## src/rtl/frame_scheduler.sv

```systemverilog
// frame_scheduler: transmit-side frame controller. Snapshots the 40-bit frame
// word on a request and streams a preamble followed by 20 payload symbols
// (2 bits each, MSB first) to the QPSK mapper. An inter-frame gap follows each
// frame. One request can wait while a frame is in flight; any further request
// is dropped and counted.
//
// Handshake: sym_valid/sym_ready. A symbol transfers on a rising edge where
// both are high. While sym_valid is high and sym_ready is low, sym_o and all
// internal state hold. sym_valid is high throughout PREAMBLE and PAYLOAD and
// never drops mid-frame. Every output is a register, so nothing combinational
// runs from sym_ready to sym_o or sym_valid.
module frame_scheduler #(
  parameter int PREAMBLE_LEN = 8,
  parameter int GAP_CYCLES   = 16
) (
  input  logic        clk,
  input  logic        rst_n,
  input  logic        frame_req,
  input  logic [39:0] para_i,
  output logic [1:0]  sym_o,
  output logic        sym_valid,
  input  logic        sym_ready,
  output logic        busy,
  output logic        frame_done,
  output logic [7:0]  drop_cnt,
  output logic [1:0]  dbg_state,
  output logic        dbg_pending
);

  typedef enum logic [1:0] {
    IDLE     = 2'd0,
    PREAMBLE = 2'd1,
    PAYLOAD  = 2'd2,
    GAP      = 2'd3
  } state_t;

  localparam logic [7:0] PRE_LAST = 8'(PREAMBLE_LEN - 1);
  localparam logic [7:0] PAY_LAST = 8'd19;
  localparam logic [7:0] GAP_LOAD = 8'(GAP_CYCLES);

  state_t      state, state_nxt;
  logic [39:0] sreg, sreg_nxt;
  logic [7:0]  sym_cnt, sym_cnt_nxt;
  logic [7:0]  gap_cnt, gap_cnt_nxt;
  logic        pending, pending_nxt;
  logic [7:0]  drop_nxt;
  logic [1:0]  sym_nxt;
  logic        valid_nxt;
  logic        done_nxt;
  logic        busy_nxt;
  logic        xfer;

  assign xfer        = sym_valid & sym_ready;
  assign dbg_state   = state;
  assign dbg_pending = pending;

  // Next-state, next-output and request-queue logic.
  always_comb begin
    state_nxt   = state;
    sreg_nxt    = sreg;
    sym_cnt_nxt = sym_cnt;
    gap_cnt_nxt = gap_cnt;
    pending_nxt = pending;
    drop_nxt    = drop_cnt;
    sym_nxt     = sym_o;
    valid_nxt   = sym_valid;
    done_nxt    = 1'b0;

    // Outside IDLE a request is queued once; later ones only bump the
    // saturating drop counter. In IDLE a request always starts a frame.
    if (state != IDLE && frame_req) begin
      if (!pending) begin
        pending_nxt = 1'b1;
      end else if (drop_cnt != 8'hFF) begin
        drop_nxt = drop_cnt + 8'd1;
      end
    end

    case (state)
      IDLE: begin
        if (frame_req || pending) begin
          sreg_nxt    = para_i;
          pending_nxt = 1'b0;
          sym_cnt_nxt = 8'd0;
          sym_nxt     = 2'b00;
          valid_nxt   = 1'b1;
          state_nxt   = PREAMBLE;
        end
      end
      PREAMBLE: begin
        if (xfer) begin
          if (sym_cnt == PRE_LAST) begin
            sym_cnt_nxt = 8'd0;
            sym_nxt     = sreg[39:38];
            state_nxt   = PAYLOAD;
          end else begin
            sym_cnt_nxt = sym_cnt + 8'd1;
            // Even index shows 00, odd index shows 11.
            sym_nxt     = sym_cnt[0] ? 2'b00 : 2'b11;
          end
        end
      end
      PAYLOAD: begin
        if (xfer) begin
          sreg_nxt = {sreg[37:0], 2'b00};
          if (sym_cnt == PAY_LAST) begin
            done_nxt    = 1'b1;
            valid_nxt   = 1'b0;
            sym_nxt     = 2'b00;
            gap_cnt_nxt = GAP_LOAD;
            state_nxt   = GAP;
          end else begin
            sym_cnt_nxt = sym_cnt + 8'd1;
            sym_nxt     = sreg[37:36];
          end
        end
      end
      GAP: begin
        // GAP occupies GAP_CYCLES+1 cycles, so busy falls GAP_CYCLES+1
        // cycles after frame_done.
        if (gap_cnt == 8'd0) begin
          state_nxt = IDLE;
        end else begin
          gap_cnt_nxt = gap_cnt - 8'd1;
        end
      end
      default: begin
        state_nxt = IDLE;
        valid_nxt = 1'b0;
        sym_nxt   = 2'b00;
      end
    endcase

    busy_nxt = (state_nxt != IDLE);
  end

  // State, datapath and registered outputs, with synchronous active-low reset.
  always_ff @(posedge clk) begin
    if (!rst_n) begin
      state      <= IDLE;
      sreg       <= 40'd0;
      sym_cnt    <= 8'd0;
      gap_cnt    <= 8'd0;
      pending    <= 1'b0;
      drop_cnt   <= 8'd0;
      sym_o      <= 2'b00;
      sym_valid  <= 1'b0;
      busy       <= 1'b0;
      frame_done <= 1'b0;
    end else begin
      state      <= state_nxt;
      sreg       <= sreg_nxt;
      sym_cnt    <= sym_cnt_nxt;
      gap_cnt    <= gap_cnt_nxt;
      pending    <= pending_nxt;
      drop_cnt   <= drop_nxt;
      sym_o      <= sym_nxt;
      sym_valid  <= valid_nxt;
      busy       <= busy_nxt;
      frame_done <= done_nxt;
    end
  end

endmodule

```

## config.mk

```make
export PLATFORM = sky130hd
export DESIGN_NAME = frame_scheduler
export DESIGN_NICKNAME = d
export VERILOG_FILES = /design/src/rtl/frame_scheduler.sv
export SDC_FILE = /design/constraint.sdc
export NUM_CORES = 1
export LEC_CHECK = 0
export CAP_MARGIN = 20
export CORE_MARGIN = 4
export CORE_UTILIZATION = 53
export DETAILED_ROUTE_END_ITERATION = 10
export PLACE_DENSITY = 0.91
export SYNTH_ARGS = -nofsm -noshare
export SYNTH_HDL_FRONTEND = slang
export SYNTH_SLANG_ARGS = --single-unit
export TNS_END_PERCENT = 50
```

## constraint.sdc

```tcl
create_clock -name clk -period 3.1 [get_ports clk]
set_input_delay 0.465 -clock clk [delete_from_list [all_inputs] [get_ports clk]]
set_output_delay 0.465 -clock clk [all_outputs]
set_load 0.03 [all_outputs]
```

==> results by group <==
Run status
  – Status: completed

Die
  – I/O pin count: 60
  – Row cnt: 29
  – Core area: 6460 sq um
  – Die area: about 8000 sq um
  – Vert. Die Dim: 90.2 microns
  – Starting density of the core: ~55%
  – Chip width: approximately 90 microns

GRT
  – Largest net degree at the start of global routing: 63
  – Initial antenna violation count: 0
  – GRT Total Usage: 20.8%
  – Vias in the first global route: approximately 3100
  – First-pass GRT wire length: 14200 microns
  – Gr ovfl total: 0

Power
  – Leakage power: between 1.5 and 2 nW
  – Max VDD drop: between 0.5 and 0.6 mV
  – Cell Pwr Density: 785 nW/um^2
  – Tot Pwr: approximately 3.4 mW

Placement
  – Placer Congestion: approximately 0.86
  – Placement Cell Area: about 4200 sq um
  – PortBufs: 59
  – Hpwl dp: between 5000 and 6000 microns

Yosys
  – Ys flop type: dfxtp_1
  – Avg Cell Area, Syn: ~9 sq um
  – Cell Area, Synth: around 3600 sq um
  – Number of synthesized register bits: just over 70
  – Number of flops mapped to enable cells by yosys: 0
  – Warnings, synthesis: 0
  – Post-synth ARST share: 0%
  – Sequential element share of the synthesized area: 40.2%
  – Nets in the synthesized netlist: roughly 460
  – Post-Syn Instances: 405
  – Distinct cells, synth: 54

Clocking
  – CTS Buf Count: 9
  – Root Driver: clkbuf_8
  – Clock buffer depth: 2
  – # resized after CTS: 0
  – CTS Hold Bufs: 0
  – CTS tree: built
  – Postcts setup bufs: 0
  – CTS sink cnt: 72
  – H-tree depth: 3
  – Worst skew pair latency: approximately 0.35 ns
  – Clock slew seen by the registers of the worst setup and hold paths: 0.07 ns

Critical path
  – Crit-path max FO: 11
  – RR Endpoint: sym_cnt[6]
  – Reg2Reg Setup Slack: 0.62 ns
  – FF-to-FF path depth: 7
  – Crit path DAT: 2.75 ns
  – Critical Path RT: 3.37 ns
  – Startpoint types: register
  – R2R Path Start: dbg_state[1]
  – Crit. End Element: register
  – Worst setup endpoint: sym_cnt[6]
  – Setup Crit Path Kind: reg -> reg
  – Setup crit start: dbg_state[1]

Min path
  – Worst Hold Class: reg -> reg

Detailed routing
  – Final Routed Wirelength: roughly 8300 microns
  – DR vias: approximately 3200
  – Vias per cell: 6.01
  – Routed wire per std cell: 15.7 microns
  – Drt first pass iters: 5
  – Iter 0 DRT Violations: ~270
  – Drc violations: 0
  – Post-DRT Antenna Nets: 0

Final layout
  – Ratio of cells with drive above 1 in the final layout: roughly 6.6%
  – Post-layout net count: approximately 500
  – Final instance area: around 4400 sq um
  – Fillcell total: about 480
  – Area delta synth->final: 22.5%
  – Antenna Cells: 0

Timing
  – Skew final: 0.00955 ns
  – Final Hold Fails: 0
  – Min cycle time layout: 2.48 ns
  – Setup TNS: 0 ns
  – Setup violators final: 0
  – Ratio of final minimum period to clock period: 79.8%
  – FMAX: between 400 and 500 MHz
  – Slew @ Worst Pin: about 0.7 ns
  – RSZ-0062 raised after global routing: false
  – Hold Slack: 0.487 ns
  – Worst slew margin: ~52%
  – Final Max Tran Viols: 0

Job
  – Max-cap violations: 0
## cells in the final DEF, fill, tap and decap left out, types with 3 or more instances in the layout
cell,n
ha_1,7
clkbuf_8,10
nor3_1,7
a31oi_1,4
and3_1,4
buf_4,5
o31ai_1,5
o21ai_0,10
nor2_1,64
nand2_1,16
inv_1,9
nand2b_1,3
a311o_1,3
a22oi_1,3
or3_1,3
a21oi_1,17
nand3_1,10
clkdlybuf4s50_1,59
o21a_1,4
xnor2_1,5
or4_1,6
a211oi_1,36
mux2i_1,38
dfxtp_1,72
o21ai_1,4
a311oi_1,3
nor2b_1,3
nor3b_1,3
## metal layers
layer,share of wire [%],wire (microns),global-route usage [%]
met5,0,0,0
met4,3.4,283,12.4
met3,4.4,368,3.09
met2,49,4060,33.9
met1,43,3610,26.0
## stage by stage
stage	instances	util, %	setup slack (ns)
final	531	68.0	0.625
after global routing	531	68.0	0.418
after CTS	531	68.0	0.632
after detailed placement	517	65.1	0.469
after global placement	517	65.1	0.537
after floorplan	405	-	0.660
## registers in the layout, summed over array words and instances (netlist names), 2 cells and up
| name | cells |
|---|---|
| drop_cnt | 8 |
| dbg_state | 2 |
| gap_cnt | 8 |
| sreg | 40 |
| sym_cnt | 8 |
| sym_o | 2 |
## where the power goes
group / leakage [nW] / internal, mW / switching, mW / total [mW]
Combinational: 0.879 / 0.570 / 0.801 / 1.37
Sequential: 0.591 / 1.19 / 0.160 / 1.35
Clock: 0.0952 / 0.385 / 0.335 / 0.720
## cells by family after synthesis
family,count (synthesis),synth area share (%)
AND/OR/NAND/NOR,134,17.9
buffers and inverters,40,4.75
multiplexers,38,10.6
adder cells (fa/ha/maj),8,2.79
AO/OA/AOI/OAI,107,22.2
flip-flops,72,40.2
XOR/XNOR,6,1.47
## worst max-delay path: stages (launching register included)
cell       delay [ns]
dfxtp_1          0.43
inv_1            0.09
ha_1             0.28
a21boi_0         0.19
a2111oi_2        0.40
nand2_1          0.30
or4_1            0.56
a21oi_1          0.15
## cell type report
class | instances | area [sq um] | share of cell area [%]
multi-input combinational | 293 | 1980 | 45.1
sequential | 72 | 1440 | 32.8
timing repair buffer | 65 | 648 | 14.8
clock buffer | 11 | 141 | 3.22
tap | 77 | 96.3 | 2.19
clock inverter | 3 | 43.8 | 0.998
inverter | 10 | 37.5 | 0.855
## synthesized netlist by cell type, drive strengths merged, types with 4 or more instances
library cell / instances / area (sq um)
dfxtp: 72 / 1440
nor2: 65 / 244
mux2i: 38 / 380
a211oi: 36 / 270
clkbuf: 19 / 71.3
a21oi: 17 / 85.1
nand2: 17 / 66.3
o21ai: 15 / 78.8
buf: 11 / 61.3
inv: 10 / 37.5
nand3: 10 / 50.1
ha: 8 / 100
nor3: 7 / 35.0
o31ai: 7 / 71.3
or4: 6 / 45.0
xnor2: 5 / 43.8
a31oi: 4 / 25.0
and3: 4 / 25.0
o21a: 4 / 30.0
## worst min-delay path by stage
stage	slack (ns)	depth (start not counted)	endpoint	startpoint
CTS	0.49	1	gap_cnt[7]	gap_cnt[7]
finish	0.49	2	sreg[0]	sreg[0]
floorplan	0.44	1	gap_cnt[7]	gap_cnt[7]
detailed placement	0.47	1	gap_cnt[7]	gap_cnt[7]
global placement	0.46	2	sreg[1]	sreg[1]
global route	0.51	2	sreg[0]	sreg[0]
Power figures use the tool's default switching activity.
